--- config.mk ---
export PLATFORM = sky130hd
export DESIGN_NAME = alu_arbiter
export DESIGN_NICKNAME = d
export VERILOG_FILES = /design/src/rtl/cpu_types_pkg.sv /design/src/rtl/rr_arb2.sv /design/src/rtl/alu_arbiter.sv
export SDC_FILE = /design/constraint.sdc
export NUM_CORES = 1
export LEC_CHECK = 0
export BUFFER_PORTS_ARGS = -buffer_cell sky130_fd_sc_hd__buf_2
export CORE_AREA = 2 2 108 110
export CTS_CLUSTER_SIZE = 40
export DETAILED_ROUTE_END_ITERATION = 16
export DIE_AREA = 0 0 110 112
export PLACE_DENSITY = 0.76
export RECOVER_POWER = 50
export SYNTH_ARGS = -nofsm -noshare
export SYNTH_HDL_FRONTEND = slang
export SYNTH_SLANG_ARGS = --single-unit
--- constraint.sdc ---
create_clock -name CLK -period 1.7 [get_ports CLK]
set_clock_uncertainty 0.15 [all_clocks]
set_input_delay 0.17 -clock CLK [delete_from_list [all_inputs] [get_ports CLK]]
set_output_delay 0.17 -clock CLK [all_outputs]
set_load 0.05 [all_outputs]
--- src/rtl/cpu_types_pkg.sv ---
// rtl/cpu_types_pkg.sv - shared CPU types: ALU operation encoding, word type, ALU arbiter FSM states
package cpu_types_pkg;

    localparam int unsigned WORD_W = 32;

    typedef logic [WORD_W-1:0] word_t;

    // ALU operation encoding; ALU_SLL must stay at 0 (reset value of latched op)
    typedef enum logic [3:0] {
        ALU_SLL  = 4'd0,
        ALU_SRL  = 4'd1,
        ALU_SRA  = 4'd2,
        ALU_ADD  = 4'd3,
        ALU_SUB  = 4'd4,
        ALU_AND  = 4'd5,
        ALU_OR   = 4'd6,
        ALU_XOR  = 4'd7,
        ALU_NOR  = 4'd8,
        ALU_SLT  = 4'd9,
        ALU_SLTU = 4'd10
    } aluop_t;

    // ALU arbiter control states
    typedef enum logic [1:0] {
        IDLE = 2'd0,
        EXEC = 2'd1,
        RESP = 2'd2
    } arb_state_t;

    localparam int unsigned ARB_REQS = 2;

endpackage

--- src/rtl/rr_arb2.sv ---
// rtl/rr_arb2.sv - two-way round-robin grant from request valids and last-grant pointer
//
// Ports:
//   valid0_i    requester 0 has an operation
//   valid1_i    requester 1 has an operation
//   last_i      index of the requester granted most recently
//   gnt_valid_o some requester is granted
//   gnt_idx_o   index of the granted requester (meaningful when gnt_valid_o)
module rr_arb2 (
    input  logic valid0_i,
    input  logic valid1_i,
    input  logic last_i,
    output logic gnt_valid_o,
    output logic gnt_idx_o
);

    always_comb begin
        gnt_valid_o = valid0_i | valid1_i;
        // Under contention the requester that did not win last time goes next;
        // otherwise the lone requester wins (idx 1 only if requester 1 asks).
        if (valid0_i && valid1_i) begin
            gnt_idx_o = ~last_i;
        end else begin
            gnt_idx_o = valid1_i;
        end
    end

endmodule

--- src/rtl/alu_arbiter.sv ---
// rtl/alu_arbiter.sv - round-robin share of one combinational ALU between two requesters
//
// Optional build macro: ALU_ARB_STATS_EN adds saturating per-requester grant counters.
//
// Ports:
//   grant_cnt0/1          (ALU_ARB_STATS_EN only) accept-handshake counts, saturating
//   CLK, RST              clock, synchronous active-high reset
//   reqX_valid/ready      operation request handshake, X = 0/1
//   reqX_porta/portb/aluop operands and operation of requester X
//   rspX_valid/ready      result handshake towards requester X
//   rsp_result, rsp_zero  captured ALU result and zero flag (shared bus)
//   alu_porta/portb/aluop drive to the ALU, always from latched registers
//   alu_outport, alu_zero result from the ALU
module alu_arbiter
    import cpu_types_pkg::*;
#(
    parameter int unsigned DATA_W = 32
`ifdef ALU_ARB_STATS_EN
   ,parameter int unsigned CNT_W  = 16
`endif
) (
`ifdef ALU_ARB_STATS_EN
    output logic [CNT_W-1:0]  grant_cnt0,
    output logic [CNT_W-1:0]  grant_cnt1,
`endif
    input  logic              CLK,
    input  logic              RST,
    input  logic              req0_valid,
    output logic              req0_ready,
    input  logic [DATA_W-1:0] req0_porta,
    input  logic [DATA_W-1:0] req0_portb,
    input  aluop_t            req0_aluop,
    input  logic              req1_valid,
    output logic              req1_ready,
    input  logic [DATA_W-1:0] req1_porta,
    input  logic [DATA_W-1:0] req1_portb,
    input  aluop_t            req1_aluop,
    output logic              rsp0_valid,
    input  logic              rsp0_ready,
    output logic              rsp1_valid,
    input  logic              rsp1_ready,
    output logic [DATA_W-1:0] rsp_result,
    output logic              rsp_zero,
    output logic [DATA_W-1:0] alu_porta,
    output logic [DATA_W-1:0] alu_portb,
    output aluop_t            alu_aluop,
    input  logic [DATA_W-1:0] alu_outport,
    input  logic              alu_zero
);

    arb_state_t        state_q, state_d;
    logic [DATA_W-1:0] porta_q, porta_d;
    logic [DATA_W-1:0] portb_q, portb_d;
    aluop_t            op_q, op_d;
    logic [DATA_W-1:0] result_q, result_d;
    logic              zero_q, zero_d;
    logic              tag_q, tag_d;
    logic              last_q, last_d;

    logic gnt_valid;
    logic gnt_idx;
    logic accept;
    logic rsp_done;

    rr_arb2 u_rr_arb2 (
        .valid0_i    (req0_valid),
        .valid1_i    (req1_valid),
        .last_i      (last_q),
        .gnt_valid_o (gnt_valid),
        .gnt_idx_o   (gnt_idx)
    );

    // Grants are only offered in IDLE, so acceptance and response never overlap
    assign accept     = (state_q == IDLE) && gnt_valid;
    assign req0_ready = accept && !gnt_idx;
    assign req1_ready = accept &&  gnt_idx;

    assign rsp0_valid = (state_q == RESP) && !tag_q;
    assign rsp1_valid = (state_q == RESP) &&  tag_q;
    assign rsp_done   = tag_q ? (rsp1_valid && rsp1_ready) : (rsp0_valid && rsp0_ready);

    assign rsp_result = result_q;
    assign rsp_zero   = zero_q;

    assign alu_porta  = porta_q;
    assign alu_portb  = portb_q;
    assign alu_aluop  = op_q;

    always_comb begin
        state_d  = state_q;
        porta_d  = porta_q;
        portb_d  = portb_q;
        op_d     = op_q;
        result_d = result_q;
        zero_d   = zero_q;
        tag_d    = tag_q;
        last_d   = last_q;
        case (state_q)
            IDLE: begin
                if (accept) begin
                    porta_d = gnt_idx ? req1_porta : req0_porta;
                    portb_d = gnt_idx ? req1_portb : req0_portb;
                    op_d    = gnt_idx ? req1_aluop : req0_aluop;
                    tag_d   = gnt_idx;
                    last_d  = gnt_idx;
                    state_d = EXEC;
                end
            end
            EXEC: begin
                result_d = alu_outport;
                zero_d   = alu_zero;
                state_d  = RESP;
            end
            RESP: begin
                if (rsp_done) begin
                    state_d = IDLE;
                end
            end
            default: state_d = IDLE;
        endcase
    end

    always_ff @(posedge CLK) begin
        if (RST) begin
            state_q  <= IDLE;
            porta_q  <= '0;
            portb_q  <= '0;
            op_q     <= ALU_SLL;
            result_q <= '0;
            zero_q   <= 1'b0;
            tag_q    <= 1'b0;
            last_q   <= 1'b1;
        end else begin
            state_q  <= state_d;
            porta_q  <= porta_d;
            portb_q  <= portb_d;
            op_q     <= op_d;
            result_q <= result_d;
            zero_q   <= zero_d;
            tag_q    <= tag_d;
            last_q   <= last_d;
        end
    end

`ifdef ALU_ARB_STATS_EN
    logic [CNT_W-1:0] cnt0_q, cnt1_q;

    always_ff @(posedge CLK) begin
        if (RST) begin
            cnt0_q <= '0;
            cnt1_q <= '0;
        end else begin
            if (req0_ready && (cnt0_q != '1)) begin
                cnt0_q <= cnt0_q + 1'b1;
            end
            if (req1_ready && (cnt1_q != '1)) begin
                cnt1_q <= cnt1_q + 1'b1;
            end
        end
    end

    assign grant_cnt0 = cnt0_q;
    assign grant_cnt1 = cnt1_q;
`endif

endmodule

==> metrics.md <==
| Metric | Value |
|---|---|
| Final worst path period share | 0.971 |
| Final Core Density | 0.708 |
| Die span in x | 110 um |
| Final wirelength | 20500 um |
| Instance count of the mapped netlist | 563 |
| Synth Register Bits | 105 |
| Initial antenna violation count | 0 |
| CTS H-tree depth | 3 |
| Clk slew on worst S/H paths | 70 ps |
| Min Tclk post-route | 1650 ps |
| Row cnt | 39 |
| Synth warn | 0 |
| CTS buffer count | 9 |
| Outcome | complete, no violations |
| FF/Latch Area | 2110 um2 |
| Mapped Area | 4400 um2 |
| GRT Resource Usage Total | 0.324 |
| Vias per inst | 5.68 |
| Critical path endpoint category | output port |
| Vias in the first global route | 6293 |
| Overflow after GRT | 0 |
| Layout cells sized above 1 | 0.236 |
| Power per cell area | 953 nW/um2 |
| Top cell type by total area after synthesis | dfxtp_1 |
| Total Power | 7.54 mW |
| Setup Buffers After CTS | 0 |
| PortBufs | 279 |
| Setup TNS | 0 ps |
| Max cap viols | 0 |
| Ant diodes | 0 |
| Synth Area per Inst | 7.82 um2 |
| Detailed Place HPWL | 10100 um |
| ANT nets after route | 0 |
| CP Launch Type | flip-flop |
| Initial Utilization | 0.394 |
| FMAX | 606 MHz |
| Largest net degree at the start of global routing | 106 |
| Setup CP Type | flip-flop to output port |
| Top cell type's share of synthesized area | 0.478 |
| Clock Root Buffer | clkbuf_16 |
| # IOs | 280 |
| Chip height | 112 um |
| Final Slew Violations | 0 |
| Slew @ Worst Pin | 692 ps |
| Vias | 6375 |
| RSZ-0062 raised after global routing | no |
| Final hold violation count | 0 |
| Initial DRC Count | 774 |
| Core area | 11200 um2 |
| Clock sinks | 105 |
| Critical path data required time | 1380 ps |
| Register area share after synthesis | 0.478 |
| Leak pwr | 3.17 nW |
| WL per Instance | 18.2 um |
| Gpl congestion | 0.841 |
| Clk_lat worst skew | 340 ps |
| DRC | 0 |
| Worst slew margin | 0.541 |
| Fillers | 881 |
| Hold crit path type | primary input to flip-flop |
| Critical path data arrival time | 1330 ps |
| Peak supply drop | 531 uV |
| First-pass GRT wire length | 31400 um |
| # setup viols final | 0 |
| Die area | 12300 um2 |
| Final #Nets | 1149 |
| CTS tree | yes |
| Post-synthesis net count | 738 |
| Post-route design area | 7910 um2 |
| DP Area | 5970 um2 |
| Area of the multi-input gates | 2030 um2 |
| TritonRoute pass-1 iters | 5 |
| Area grow syn2layout | 79.6% |
| Top cells by area, synth | dfxtp_1, nand3_1, a31oi_1 |
| Clock Path Buffers | 2 |
| Synth unique cells | 24 |
| Critical Path Fanout Max | 4 |
-- critical path: stages (launching register included) --
cell	delay (ps)
dfxtp_1	410
nand2b_4	190
and3_2	190
buf_4	200
-- path summary, 6_finish.rpt --
| path | from | to | slack (ps) | cells past startpoint |
|---|---|---|---|---|
| setup reg to reg | last_q$_SDFFE_PP1P_ | alu_porta[26]$_SDFFE_PP0P_ | 120 | 4 |
| hold / removal | req0_valid | tag_q$_SDFFE_PP0P_ | 220 | 4 |
| hold reg to reg | rsp_result[23]$_SDFFE_PP0N_ | rsp_result[23]$_SDFFE_PP0N_ | 310 | 2 |
| setup / recovery | last_q$_SDFFE_PP1P_ | req0_ready | 50 | 3 |
-- state kept, by name, indices dropped and copies added, names as in the netlist --
signal,cells
tag_q,1
state_q,2
alu_porta,32
alu_aluop,4
alu_portb,32
rsp_result,32
rsp_zero,1
last_q,1
-- Yosys cell counts (all sizes together) --
cell type and number:
mux2i 1, dfxtp 105, nand3b 2, nand2 67, a21oi 35, and3 1, and3b 1, nor2 2
a31oi 68, nor3 1, nand3 136, clkbuf 34, o21ai 70, nor2b 1, nand2b 2, or2 1
nor3b 2, inv 1, a21boi 1, buf 32
-- kinds of logic after synthesis --
| kind of cell | after synthesis | share of synthesized area |
|---|---|---|
| AND/OR/NAND/NOR | 216 | 0.234 |
| AO/OA/AOI/OAI | 174 | 0.219 |
| flip-flops | 105 | 0.478 |
| buffers and inverters | 67 | 0.0674 |
| multiplexers | 1 | 0.00227 |
-- stage by stage --
step                hold slack, ps  std cells  setup slack, ps
global route                   221       1122             9.27
floorplan                      156        563             90.3
detailed placement             267        935              155
finish                         218       1122             49.6
CTS                            206       1122             5.72
global placement               263        935              196
-- cell type report --
class	instances	share of cell area
Clock inverter	7	0.0128
Inverter	1	0.000475
Sequential cell	105	0.266
Timing Repair Buffer	466	0.412
Tap cell	143	0.0226
Clock buffer	9	0.0285
Multi-Input combinational cell	391	0.257
-- report_power, final --
group / internal [mW] / total, mW / switching [mW]
combinational: 0.826 / 2.44 / 1.61
clock: 1.31 / 2.29 / 0.981
sequential: 2.68 / 2.81 / 0.134
total: 4.81 / 7.54 / 2.72
-- cells in the final DEF (no fill, tap or decap), types with 11 or more instances in the layout --
cell type and instances:
a21oi_1 35, o21ai_1 70, dfxtp_1 102, dlygate4sd3_1 171
buf_12 11, nand2_1 67, buf_2 183, nand3_1 136
a31oi_1 68, clkbuf_1 92
-- what timing repair did --
| item | in CTS | in global routing |
|---|---|---|
| gates cloned | 0 | 0 |
| hold endpoints to repair | 102 | 0 |
| pin swaps | 0 | 0 |
| gates resized for setup | 3 | 3 |
| hold buffers | 171 | 0 |
| setup endpoints to repair | 3 | 3 |
-- layer usage --
metal	global-route usage	part of all wire	vias to the layer above
met5	0	0	-
met4	0.227	0.069	0
met3	0.0919	0.11	130
met2	0.532	0.47	512
met1	0.354	0.36	2886
li1	-	-	2847
(Power assumes the default switching activity.)
